[config.mk]
export PLATFORM = sky130hd
export DESIGN_NAME = pam_sampler
export DESIGN_NICKNAME = d
export VERILOG_FILES = /design/src/rtl/pam_pkg.sv /design/src/rtl/pam_sample_fifo.sv /design/src/rtl/pam_sampler.sv
export SDC_FILE = /design/constraint.sdc
export NUM_CORES = 1
export LEC_CHECK = 0
export ABC_AREA = 1
export ABC_CLOCK_PERIOD_IN_PS = 2810
export CAP_MARGIN = 30
export CORE_MARGIN = 2
export CORE_UTILIZATION = 50
export DETAILED_ROUTE_END_ITERATION = 16
export GPL_TIMING_DRIVEN = 0
export PLACE_DENSITY = 0.73
export SYNTH_ARGS = -nofsm -noshare
export SYNTH_HDL_FRONTEND = slang
export SYNTH_SLANG_ARGS = --single-unit
[constraint.sdc]
create_clock -name i_clk -period 2.81 [get_ports i_clk]
set_clock_uncertainty 0.2 [all_clocks]
set_input_delay 0.843 -clock i_clk [delete_from_list [all_inputs] [get_ports i_clk]]
set_output_delay 0.843 -clock i_clk [all_outputs]
set_load 0.1 [all_outputs]
[src/rtl/pam_pkg.sv]
// pam_pkg: widths and the sample type shared by the PAM modulator chain.
package pam_pkg;
    localparam int PAM_IN_W  = 32;
    localparam int PAM_OUT_W = 16;
    localparam int PAM_DIV_W = 16;
    typedef logic [PAM_OUT_W-1:0] sample_t;
endpackage

[src/rtl/pam_sample_fifo.sv]
// pam_sample_fifo: small sample FIFO; full/empty come from the extra pointer MSB.
module pam_sample_fifo import pam_pkg::*; #(
    parameter int W     = PAM_OUT_W,
    parameter int DEPTH = 4
) (
    input  logic         i_clk,
    input  logic         i_rst_n,
    input  logic         i_push,
    input  logic [W-1:0] i_data,
    input  logic         i_pop,
    output logic [W-1:0] o_data,
    output logic         o_full,
    output logic         o_empty
);
    localparam int AW = $clog2(DEPTH);
    logic [W-1:0] r_mem [DEPTH];
    logic [AW:0]  r_wr;
    logic [AW:0]  r_rd;
    logic         w_pop;
    logic         w_push;
    assign o_empty = r_wr == r_rd;
    assign o_full  = (r_wr[AW] != r_rd[AW]) && (r_wr[AW-1:0] == r_rd[AW-1:0]);
    assign w_pop   = i_pop && !o_empty;
    assign w_push  = i_push && (!o_full || w_pop);
    // Memory is cleared on reset so the head reads 0 while empty.
    assign o_data  = r_mem[r_rd[AW-1:0]];
    always_ff @(posedge i_clk or negedge i_rst_n) begin
        if (!i_rst_n) begin
            r_wr <= '0;
            r_rd <= '0;
            for (int i = 0; i < DEPTH; i++) r_mem[i] <= '0;
        end else begin
            if (w_push) begin
                r_mem[r_wr[AW-1:0]] <= i_data;
                r_wr <= r_wr + (AW+1)'(1);
            end
            if (w_pop) r_rd <= r_rd + (AW+1)'(1);
        end
    end
endmodule

[src/rtl/pam_sampler.sv]
// pam_sampler: periodic sampling of the PAM product into a FIFO'd 16-bit stream.
// PAM_SAMPLER_ROUND_EN selects saturating round-half-up; otherwise plain truncation.
module pam_sampler import pam_pkg::*; #(
    parameter int IN_W  = PAM_IN_W,
    parameter int OUT_W = PAM_OUT_W,
    parameter int DIV_W = PAM_DIV_W,
    parameter int DEPTH = 4
) (
    input  logic             i_clk,
    input  logic             i_rst_n,
    input  logic             i_en,
    input  logic [DIV_W-1:0] i_period,
    input  logic [IN_W-1:0]  i_pam_in,
    output logic [OUT_W-1:0] o_sample_out,
    output logic             o_sample_valid,
    input  logic             i_sample_ready,
    output logic             o_drop_pulse,
    output logic [7:0]       o_drop_cnt
);
    logic [DIV_W-1:0] r_cnt;
    logic [DIV_W-1:0] w_last;
    logic             w_strobe;
    logic [OUT_W-1:0] w_top;
    logic [OUT_W-1:0] w_sample;
    logic             w_full;
    logic             w_empty;
    logic             w_pop;
    logic             w_push;
    logic             w_drop;
    // ">=" lets a period shrunk below the current count strobe at once.
    assign w_last   = (i_period == '0) ? '0 : i_period - DIV_W'(1);
    assign w_strobe = i_en && (r_cnt >= w_last);
    always_ff @(posedge i_clk or negedge i_rst_n) begin
        if (!i_rst_n) r_cnt <= '0;
        else          r_cnt <= (!i_en || w_strobe) ? '0 : r_cnt + DIV_W'(1);
    end
    assign w_top = i_pam_in[IN_W-1 -: OUT_W];
`ifdef PAM_SAMPLER_ROUND_EN
    assign w_sample = (&w_top) ? w_top : w_top + OUT_W'(i_pam_in[IN_W-OUT_W-1]);
`else
    assign w_sample = w_top;
`endif
    assign o_sample_valid = !w_empty;
    assign w_pop  = o_sample_valid && i_sample_ready;
    assign w_push = w_strobe && (!w_full || w_pop);
    assign w_drop = w_strobe && w_full && !w_pop;
    pam_sample_fifo #(.W(OUT_W), .DEPTH(DEPTH)) u_fifo (
        .i_clk   (i_clk),
        .i_rst_n (i_rst_n),
        .i_push  (w_push),
        .i_data  (w_sample),
        .i_pop   (w_pop),
        .o_data  (o_sample_out),
        .o_full  (w_full),
        .o_empty (w_empty)
    );
    always_ff @(posedge i_clk or negedge i_rst_n) begin
        if (!i_rst_n) begin
            o_drop_pulse <= 1'b0;
            o_drop_cnt   <= '0;
        end else begin
            o_drop_pulse <= w_drop;
            if (w_drop && o_drop_cnt != 8'hFF) o_drop_cnt <= o_drop_cnt + 8'd1;
        end
    end
endmodule
==> impl_metrics.py <==
metrics = {
    "outcome": {
        "status": "finished, violations left",
        "violations": "negative setup slack",
    },
    "yosys": {
        "synth_top_area_share_pct": 42.4,
        "synth_nets": 795,
        "ys_warn_count": 0,
        "synthesis.area_um2": 5600,
        "yosys-top-cells-area": "dfrtp_1, nand2_1, nand4_1",
        "yosysSeqAreaShare_pct": 42.4,
        "ys_ff_latch": 95,
        "synth_cell_types": 34,
        "avgSynthCellArea_um2": 7.80,
        "syn-instance-count": 718,
        "yosysTopAreaCell": "dfrtp_1",
    },
    "timing": {
        "slew_violations": 0,
        "fmax_mhz": 307,
        "setup_violations": 92,
        "fin_crit_sh_pct": 116,
        "hold_violations": 0,
        "tightest_slew_ns": 0.961,
        "worst_slack_ns": -0.446,
        "fin_crit_ns": 3.26,
        "relSlewSlack_pct": 36.2,
        "fin_tns_setup_ns": -34.33,
        "rsz0062_at_grt": "yes",
    },
    "worst_setup_path": {
        "path_max_fanout": 5,
        "endpoint_kind": "flop",
        "reg2reg_depth": 6,
        "path_class": "input pin to flop",
        "reg2reg_from": "u_fifo.r_wr[0]",
        "rr_endpoint": "u_fifo.r_mem[58]",
        "cp-start-kind": "input pin",
        "r2r_slack_ns": 0.41,
        "arrival_ns": 3.33,
        "worst_ep_required_time_ns": 2.88,
    },
    "floorplanning": {
        "die_area_um2": 12100,
        "ios": 78,
        "chipWidth_um": 110,
        "design.core.area_um2": 10900,
        "row_count": 38,
        "fp.dieH_um": 110,
        "initial_utilization_pct": 51.5,
    },
    "pwr": {
        "power_density_nw_per_um2": 771,
        "p_switching_uw": 3020,
        "power_uw": 6200,
        "switching_share_pct": 48.8,
        "power.share.clock_pct": 16.6,
        "ir_worst_vdd_mv": 1.02,
        "intPower_uw": 3170,
        "seq_power_share_pct": 23.8,
        "leakage_uw": 0.00391,
        "p_comb_share_pct": 59.6,
    },
    "drt": {
        "vias": 5806,
        "via_per_inst": 5.94,
        "firstDrtPassIters": 5,
        "detail_route.wl_per_cell_um": 18.7,
        "drt_iter0_drc": 581,
        "ant_nets": 0,
        "drc_errors": 0,
        "wl_um": 18300,
    },
    "finish": {
        "layout_commonest_cell": "nand2_1",
        "layout.nets": 910,
        "fillCellCount": 769,
        "areaGrowthSynthToFinish_pct": 43.5,
        "antennaDiodeCount": 0,
        "drive_gt1_share_pct": 31.3,
        "final_cell_mix": "nand2_1, dfrtp_1, nand4_1",
    },
    "global_routing": {
        "gr-total-overflow": 0,
        "grt_pass1_wl_um": 29400,
        "antenna_found_initial": 0,
        "grt_use_total_pct": 31.8,
        "grt_max_degree": 62,
        "grt_pass1_vias": 5852,
    },
    "clock_tree": {
        "cts_buffers": 9,
        "cts.sinks": 95,
        "htreeDepth": 3,
        "ctsLongestPathBuffers": 2,
        "clk-insertion-delay-late_ns": 0.37,
        "root_buffer": "clkbuf_8",
        "path_clk_slew_ns": 0.10,
        "cts_tree": "done",
    },
    "place": {
        "place.port_buffers": 61,
        "gp_congestion": 0.882,
        "hpwl_um": 11500,
    },
    "hold_path": {
        "hp-class": "input pin to asynchronous set/reset pin",
    },
    "run": {
        "maxCapViolations": 0,
    },
}
## registers in the layout, indices dropped and copies added (netlist names)
register	count
o_drop_cnt	8
o_drop_pulse	1
r_cnt	16
u_fifo.r_mem	64
u_fifo.r_rd	3
u_fifo.r_wr	3
## worst max path at each step
stage / startpoint / end / slack (ns) / cells past startpoint
final: i_period[6] / u_fifo.r_mem[7] / -0.45 / 19
after global routing: i_period[0] / u_fifo.r_mem[7] / -0.63 / 18
after CTS: i_period[1] / u_fifo.r_mem[14] / -0.42 / 18
after detailed placement: i_period[1] / o_drop_cnt[7] / -1.63 / 19
after global placement: i_rst_n / u_fifo.r_mem[38] / -2.82 / 1
after floorplan: i_period[1] / o_drop_cnt[5] / -0.41 / 20
## critical path, stage by stage
cell       delay, ns
buf_4           0.13
nor2_4          0.12
nand2_2         0.08
inv_2           0.09
nand2_4         0.07
buf_4           0.15
buf_4           0.13
nor2_1          0.11
o211ai_1        0.10
ha_1            0.29
nand4_1         0.19
a21oi_2         0.21
nor2_4          0.08
nand2_4         0.09
buf_12          0.11
nand4_4         0.16
clkbuf_16       0.25
nand2_2         0.06
nand2_1         0.06
## synth_stat cells
master and number:
nand2_2 3, clkinv_1 1, inv_2 4, o21ai_0 39
nand4_4 4, clkbuf_1 14, buf_6 6, o21ai_1 1
inv_1 44, ha_1 25, buf_1 3, o21bai_1 1
nor2_2 2, nor4_1 5, a21oi_4 1, o22ai_1 16
a21oi_1 12, a21oi_2 1, or2_2 1, nor2_1 75
dfrtp_1 95, xnor2_1 6, a31oi_1 1, nor3_1 11
o31ai_1 1, nand3b_1 2, nand2_1 209, nand3_1 21
nand4_1 83, buf_4 5, buf_2 10, xor2_1 13
nor3b_1 1, o211ai_1 2
## cells by family after synthesis
family,after synthesis,share of synthesized area (%)
AND/OR/NAND/NOR,417,34.3
AO/OA/AOI/OAI,75,7.53
XOR/XNOR,19,2.97
flip-flops,95,42.4
buffers and inverters,87,7.19
adder cells (fa/ha/maj),25,5.58
## area by class of cell
cell class / instances / area [um2] / area share [%]
Buffer: 38 / 372 / 4.62
Clock buffer: 11 / 141 / 1.76
Clock inverter: 4 / 77.6 / 0.965
Inverter: 49 / 218 / 2.71
Multi-Input combinational cell: 536 / 3470 / 43.1
Sequential cell: 95 / 2380 / 29.6
Tap cell: 140 / 175 / 2.18
Timing Repair Buffer: 104 / 1210 / 15.0
## power groups by stage
| stage | logic (uW) | clock network (uW) | registers [uW] |
|---|---|---|---|
| after CTS | 3340 | 1030 | 1470 |
| after floorplan | 2360 | 0 | 1480 |
| after global routing | 3840 | 1090 | 1480 |
| after detailed placement | 3080 | 0 | 1500 |
| after global placement | 3030 | 0 | 1500 |
| final | 3690 | 1030 | 1470 |
## stage by stage
step / utilization [%] / cell area [um2] / instances / setup WS, ns / hold slack [ns]
6_report: 73.9 / 8040 / 977 / -0.446 / 0.217
5_1_grt: 73.9 / 8040 / 977 / -0.632 / 0.253
4_1_cts: 71.8 / 7810 / 972 / -0.425 / 0.235
3_5_place_dp: 62.0 / 6750 / 920 / -1.63 / 0.254
3_3_place_gp: 61.8 / 6730 / 919 / -2.82 / 0.252
2_1_floorplan: - / 5940 / 718 / -0.411 / 0.237
## per-layer routing
layer  up-vias  GRT usage, %  wire [um]
met5         -             0          0
met4         0          12.5        514
met3        52          5.81       1460
met2       274          50.9       8700
met1      2804          42.6       7580
li1       2676             -          -
## timing repair
| item | CTS | global route |
|---|---|---|
| setup endpoints to repair | 118 | 109 |
| hold buffers | 0 | 0 |
| gates cloned | 5 | 1 |
| pin swaps | 53 | 26 |
| gates resized for setup | 343 | 88 |
| buffers inserted | 32 | 4 |
No activity file was read; power rests on OpenSTA's default activity.
